`src/rtl/ctrl_recovery_pkg.sv`:
```
// Shared types and helpers for the branch-mispredict recovery sequencer.
package ctrl_recovery_pkg;

    // Recovery sequencer states
    typedef enum logic [1:0] {
        IDLE     = 2'd0,
        FLUSH    = 2'd1,
        REDIRECT = 2'd2,
        DRAIN    = 2'd3
    } rec_state_t;

    // Bit positions inside the control-result flag byte
    localparam int FLAG_MISPREDICT = 0;
    localparam int FLAG_EXECUTED   = 7;

    // Drain counter width; covers DRAIN_CYCLES up to 15
    localparam int CNT_W = 4;

    // Distance of an active-list index from the head, modulo 2^width.
    // A smaller distance means an older instruction.
    function automatic logic [31:0] rel_age(input logic [31:0] x,
                                            input logic [31:0] head,
                                            input int          width);
        logic [31:0] mask;
        mask = (width >= 32) ? 32'hFFFF_FFFF : ((32'd1 << width) - 32'd1);
        return (x - head) & mask;
    endfunction

endpackage

```
`src/rtl/al_age_older.sv`:
```
// Wrap-aware active-list age compare: is index a older than index b,
// measured relative to the current active-list head.
module al_age_older
    import ctrl_recovery_pkg::*;
#(
    parameter int SIZE_AL = 7
) (
    input  logic [SIZE_AL-1:0] i_a,
    input  logic [SIZE_AL-1:0] i_b,
    input  logic [SIZE_AL-1:0] i_head,
    output logic               o_a_older
);

    logic [31:0] w_rel_a;
    logic [31:0] w_rel_b;

    assign w_rel_a   = rel_age(32'(i_a), 32'(i_head), SIZE_AL);
    assign w_rel_b   = rel_age(32'(i_b), 32'(i_head), SIZE_AL);
    assign o_a_older = (w_rel_a < w_rel_b);

endmodule

```
`src/rtl/ctrl_recovery_seq.sv`:
```
// Branch-mispredict recovery sequencer: holds the oldest outstanding
// mispredict and walks it through squash, fetch redirect and a drain window,
// stalling control-pipe issue throughout. Older mispredicts preempt.
module ctrl_recovery_seq
    import ctrl_recovery_pkg::*;
#(
    parameter int SIZE_PC      = 32,
    parameter int SIZE_AL      = 7,
    parameter int DRAIN_CYCLES = 3
) (
    input  logic               clk,
    input  logic               reset_n,
    input  logic               ctrlValid_i,
    input  logic [7:0]         ctrlFlags_i,
    input  logic [SIZE_PC-1:0] ctrlNextPC_i,
    input  logic [SIZE_AL-1:0] ctrlAge_i,
    input  logic [SIZE_AL-1:0] alHead_i,
    output logic               flushValid_o,
    output logic [SIZE_AL-1:0] flushAge_o,
    output logic               redirectValid_o,
    output logic [SIZE_PC-1:0] redirectPC_o,
    input  logic               redirectReady_i,
    output logic               stallIssue_o,
    output logic               recoveryDone_o,
    output logic               busy_o
);

    // Value loaded on the redirect handshake; reaching zero ends the drain
    localparam logic [CNT_W-1:0] DRAIN_LOAD = CNT_W'(DRAIN_CYCLES - 1);

    rec_state_t          r_state_reg;
    rec_state_t          w_state_next;
    logic [CNT_W-1:0]    r_cnt_reg;
    logic [CNT_W-1:0]    w_cnt_next;
    logic [SIZE_PC-1:0]  r_pend_pc_reg;
    logic [SIZE_AL-1:0]  r_pend_age_reg;

    logic                w_candidate;
    logic                w_cand_older;
    logic                w_preempt;
    logic                w_capture;
    logic                w_unused_flags;

    // Only executed mispredicts matter; the remaining flag bits are ignored
    assign w_candidate    = ctrlValid_i & ctrlFlags_i[FLAG_EXECUTED]
                                        & ctrlFlags_i[FLAG_MISPREDICT];
    assign w_unused_flags = ^ctrlFlags_i[6:1];

    al_age_older #(
        .SIZE_AL (SIZE_AL)
    ) u_age_cmp (
        .i_a       (ctrlAge_i),
        .i_b       (r_pend_age_reg),
        .i_head    (alHead_i),
        .o_a_older (w_cand_older)
    );

    // A strictly older mispredict restarts recovery from any busy state
    assign w_preempt = w_candidate & w_cand_older & (r_state_reg != IDLE);

    // State register and drain counter
    always_ff @(posedge clk or negedge reset_n) begin
        if (!reset_n) begin
            r_state_reg <= IDLE;
            r_cnt_reg   <= '0;
        end else begin
            r_state_reg <= w_state_next;
            r_cnt_reg   <= w_cnt_next;
        end
    end

    // Pending mispredict entry, reloaded on every accepted candidate
    always_ff @(posedge clk or negedge reset_n) begin
        if (!reset_n) begin
            r_pend_pc_reg  <= '0;
            r_pend_age_reg <= '0;
        end else if (w_capture) begin
            r_pend_pc_reg  <= ctrlNextPC_i;
            r_pend_age_reg <= ctrlAge_i;
        end
    end

    // Next-state logic; preemption overrides every normal transition,
    // including a redirect handshake in the same cycle (now stale)
    always_comb begin
        w_state_next = r_state_reg;
        w_cnt_next   = r_cnt_reg;
        w_capture    = 1'b0;

        case (r_state_reg)
            IDLE: begin
                if (w_candidate) begin
                    w_state_next = FLUSH;
                    w_capture    = 1'b1;
                end
            end
            FLUSH: begin
                w_state_next = REDIRECT;
            end
            REDIRECT: begin
                if (redirectReady_i) begin
                    w_state_next = DRAIN;
                    w_cnt_next   = DRAIN_LOAD;
                end
            end
            DRAIN: begin
                if (r_cnt_reg == '0) begin
                    w_state_next = IDLE;
                end else begin
                    w_cnt_next = r_cnt_reg - 1'b1;
                end
            end
            default: begin
                w_state_next = IDLE;
            end
        endcase

        if (w_preempt) begin
            w_state_next = FLUSH;
            w_cnt_next   = '0;
            w_capture    = 1'b1;
        end
    end

    assign flushValid_o    = (r_state_reg == FLUSH);
    assign redirectValid_o = (r_state_reg == REDIRECT);
    assign busy_o          = (r_state_reg != IDLE);
    assign stallIssue_o    = busy_o;
    assign recoveryDone_o  = (r_state_reg == DRAIN) & (r_cnt_reg == '0) & ~w_preempt;
    assign flushAge_o      = r_pend_age_reg;
    assign redirectPC_o    = r_pend_pc_reg;

endmodule

```
`config.mk`:
```
export PLATFORM = sky130hd
export DESIGN_NAME = ctrl_recovery_seq
export DESIGN_NICKNAME = d
export VERILOG_FILES = /design/src/rtl/ctrl_recovery_pkg.sv /design/src/rtl/al_age_older.sv /design/src/rtl/ctrl_recovery_seq.sv
export SDC_FILE = /design/constraint.sdc
export NUM_CORES = 1
export LEC_CHECK = 0
export CORE_ASPECT_RATIO = 0.9
export CORE_UTILIZATION = 44
export CTS_CLUSTER_SIZE = 10
export DETAILED_ROUTE_END_ITERATION = 10
export GPL_ROUTABILITY_DRIVEN = 0
export PLACE_DENSITY = 0.79
export SLEW_MARGIN = 20
export SYNTH_ARGS = -nofsm -noshare
export SYNTH_HDL_FRONTEND = slang
export SYNTH_SLANG_ARGS = --single-unit
```
`constraint.sdc`:
```
create_clock -name clk -period 7.9 [get_ports clk]
set_clock_uncertainty 0.2 [all_clocks]
set_input_delay 1.975 -clock clk [delete_from_list [all_inputs] [get_ports clk]]
set_output_delay 1.975 -clock clk [all_outputs]
set_load 0.1 [all_outputs]
```
**Word-level counts from Yosys, hierarchy flattened**

Index checks and enable logic that the tools add are counted.

- Add/subtract/negate cells: 3
- $lt $le $gt $ge: 1
- Equal/unequal tests: 7
- Multiplexer cells: 12
- Bitwise gates (word level): 7
- Reductions and logical operators: 6

Operators by type and width:

| operator | number |
|---|---|
| $sub 7x7->7 | 2 |
| $mux 4 | 3 |
| $ne 3x3->1 const B | 3 |
| $mux 2 | 4 |
| $pmux 2 s4 | 1 |
| $pmux 4 s2 | 1 |
| $lt 7x7->1 | 1 |
| $and 1x1->1 | 6 |
| $reduce_and 3->1 | 2 |
| $eq 2x2->1 const B | 2 |
| $logic_not 4->1 | 1 |
| $sub 4x1->4 const B | 1 |
| $mux 1 | 3 |
| $ne 3x1->1 const B | 1 |
| $reduce_bool 3->1 | 1 |
| $eq 2x1->1 const B | 1 |
| $logic_not 2->1 | 1 |
| $reduce_bool 2->1 | 1 |
| $not 1->1 | 1 |

- Bits in registers: 45
- Input port bits: 58
- Output and inout bits: 44
- Logic and storage cells: 40

**Logic depth before layout (Yosys ltp)**

- Depth in word-level cells: 6
- Gate-level depth with buffers: 17

**By module**

From an unflattened synthesis, not the netlist that was laid out.

- Cell total of the unflattened synthesis: 224
- Area total of the unflattened synthesis: 2665.1 um2

Modules (own cells, without submodules):

| module | instances | cells an instance | area an instance (um2) | sequential area each (um2) |
|---|---|---|---|---|
| ctrl_recovery_seq | 1 | 138 | 1984.4 | 1126.1 |
| al_age_older | 1 | 86 | 680.7 | 0.0 |

**Least setup slack after synthesis**

No wires, ideal clock.

- Path kind: input to register
- Start point: input alHead_i[1]
- End point: register r_pend_pc_reg[12], in the netlist redirectPC_o[12]
- Arrival: 4.976 ns
- Data required time: 7.575 ns
- Path slack: 2.599 ns
- Stages on the path: 15
- Buffers on the path: 2
- Path through: inv_1 > ha_1 > nor2b_1 > o21a_1 > o21ai_0 > mux2_2 > a2111oi_0 > ha_1 > o21a_1 > a21oi_2 > o31ai_2 > a21o_1 > buf_6 > buf_6 > mux2_4

- Cells in the longest elaborated chain, start to end: 5

RTL lines:

| item | line | source |
|---|---|---|
| from (decl) | ctrl_recovery_seq.sv:17 | `input logic [SIZE_AL-1:0] alHead_i,` |
| $sub 7x7->7 | ctrl_recovery_pkg.sv:26 | `return (x - head) & mask;` |
| $lt 7x7->1 * | al_age_older.sv:19 | `assign o_a_older = (w_rel_a < w_rel_b);` |
| $and 1x1->1 * (2 in a row) | ctrl_recovery_seq.sv:59 | `assign w_preempt = w_candidate & w_cand_older & (r_state_reg != IDLE);` |
| $mux 1 * | ctrl_recovery_seq.sv:118 | `if (w_preempt) begin` |
| to (signal assigned) | ctrl_recovery_seq.sv:78 | `r_pend_pc_reg <= ctrlNextPC_i;` |
| to (decl) | ctrl_recovery_seq.sv:35 | `logic [SIZE_PC-1:0] r_pend_pc_reg;` |

Every way passes the cells marked *; elsewhere a longest branch is shown, timed or not.
A chain may end at the register's enable or synchronous reset.

==> flow_summary.yaml <==
floorplan:
  die_y_um: 74.7
  die_area_mm2: 0.00618
  die_x_um: 82.7
  initial_utilization: 0.456
  ios: 102
  core_mm2: 0.00566
  rows: 26
synth:
  synth_edf_count: 0
  synthCells: 217
  syn_area_mm2: 0.00258
  syn_nets: 300
  ys_ff_latch: 45
  postSynth.asyncResetShare: 1.00
  ys_seq_area_frac: 0.436
  avgSynthCellArea_um2: 11.9
  synth_flop_cell: "dfrtp_1"
  yosysWarnings: 0
  synth_cell_types: 43
clock_tree:
  cts.htree.levels: 2
  cts_num_sinks: 45
  ctsResizeCount: 0
  clk_pin_slew_ns: 0.09
  tritoncts: "done"
  cts_hold_buf: 0
  clk_latency_ns: 0.29
  cts-root-buf: "clkbuf_8"
  cts.path.max_buffers: 2
  cts_buffers: 5
  cts_setup_buffers: 0
critical_path:
  cp.required_ns: 5.73
  arrival_ns: 5.42
  cp-start-kind: "primary input"
  cp-end-kind: "output pin"
  crit_type: "primary input to output pin"
  worst-path-max-fanout: 4
timing:
  slew_headroom: 0.319
  rsz0062_at_grt: "false"
  fin_tns_setup_ns: 0
  worst_hold_slack_ns: 0.311
  setup-violations-final: 0
  worst_slack_ns: 0.304
  period_needed_ns: 7.60
  post-route-period-util: 0.961
  hold_violations: 0
  finalMaxSlewViolations: 0
  worst_slew_pin_slew_ns: 1.02
  fmax_mhz: 132
route:
  vias_per_cell: 5.14
  routedWlPerCell_um: 14.2
  drc: 0
  ant_nets: 0
  vias: 1980
  routed_wl_mm: 5.45
  drt_first_pass_iters: 4
  first_iter_violations: 84
cells_and_area:
  antenna-diode-count: 0
  final_common_cell: "clkdlybuf4s50_1"
  finalNonFillerCells: 385
  layout_common_cells: "93 x clkdlybuf4s50_1, 45 x dfrtp_1, 30 x mux2_2"
  layout-drive-gt1-share: 0.178
  nNetsFinal: 397
  largest_reg_flops: 32
  syn2layout_area_growth_pct: 43.4
outcome:
  outcome: "complete, no violations"
global_routing:
  grt_max_degree: 46
  grt_pass1_wl_mm: 8.79
  global_route.overflow_total: 0
  track_usage: 0.189
  grt_pass1_vias: 1936
  antenna_found_initial: 0
placement:
  port_buffers: 95
  pre_cts_ws_ns: 0.264
  placed_cells: 377
  detailed_place_hpwl_mm: 4.09
worst_hold_path:
  min_path_type: "flop to flop"
job:
  cap_violations: 0
area by class of cell:
type	instances	area [um^2]
multi-input cells	145	1350
clock inverters	3	21.3
inverters	21	78.8
flip-flops and latches	45	1130
repair buffers	96	966
fillers	462	1960
well taps	70	87.6
clock buffers	5	68.8
cells in the mapped netlist (3+ instances only):
cell,count,share of area
inv_1,21,0.031
nor3_1,5,0.0097
nor2_1,8,0.012
nor2b_1,3,0.0073
o22ai_1,3,0.0073
a21oi_1,9,0.017
dfrtp_1,45,0.44
mux2_2,30,0.13
ha_1,23,0.11
nand2b_1,3,0.0073
o21ai_0,7,0.014
nand3_1,3,0.0058
xnor2_1,6,0.020
a21o_1,5,0.015
mux2_4,9,0.052
xor2_1,4,0.014
stage by stage:
stage,utilization,cell area (um^2)
finish,0.654,3700
floorplan,-,2590
global placement,0.635,3590
CTS,0.651,3680
global route,0.654,3700
detailed placement,0.635,3590
metal layers:
metal | up-vias | routed length (um) | GRT usage
met3 | 5 | 401 | 0.0679
met1 | 943 | 2470 | 0.258
met5 | - | 0 | 0
met4 | 0 | 36 | 0.0479
li1 | 969 | - | -
met2 | 63 | 2540 | 0.287
kinds of logic (layout without fill, tap and decap cells):
| logic type | count (synthesis) | in the layout | share of synthesized area |
|---|---|---|---|
| flops | 45 | 45 | 0.436 |
| compound gates | 40 | 40 | 0.106 |
| mux | 40 | 40 | 0.187 |
| simple gates | 30 | 30 | 0.0625 |
| buf+inv | 27 | 125 | 0.0475 |
| fa+ha+maj | 25 | 25 | 0.127 |
| xor+xnor | 10 | 10 | 0.0339 |
worst max-delay path, cell delays in order:
cell and delay [ns]:
clkdlybuf4s50_1 0.45, inv_1 0.10, ha_1 0.30, nor2b_1 0.13
o21a_1 0.18, o21ai_0 0.19, mux2_2 0.35, a2111oi_0 0.43
ha_1 0.34, o21a_1 0.19, a21oi_2 0.19, o31ai_4 0.11
nor3_2 0.22, nor3_2 0.09, buf_12 0.17
path summary, 6_finish.rpt:
path / from / slack (ns) / cells past startpoint / end
worst min register to register: redirectPC_o[30]$_DFFE_PN0P_ / 0.31 / 1 / redirectPC_o[30]$_DFFE_PN0P_
max in group asynchronous: reset_n / 5.64 / 1 / flushAge_o[0]$_DFFE_PN0P_
worst min-delay path: redirectPC_o[30]$_DFFE_PN0P_ / 0.31 / 1 / redirectPC_o[30]$_DFFE_PN0P_
min in group asynchronous: reset_n / 1.47 / 1 / redirectPC_o[4]$_DFFE_PN0P_
worst max-delay path: alHead_i[1] / 0.30 / 15 / recoveryDone_o
worst max register to register: flushAge_o[1]$_DFFE_PN0P_ / 3.56 / 11 / redirectPC_o[3]$_DFFE_PN0P_
Power is not shown: default switching activity piles up to over one toggle a cycle in this logic, so the estimate is an artifact.
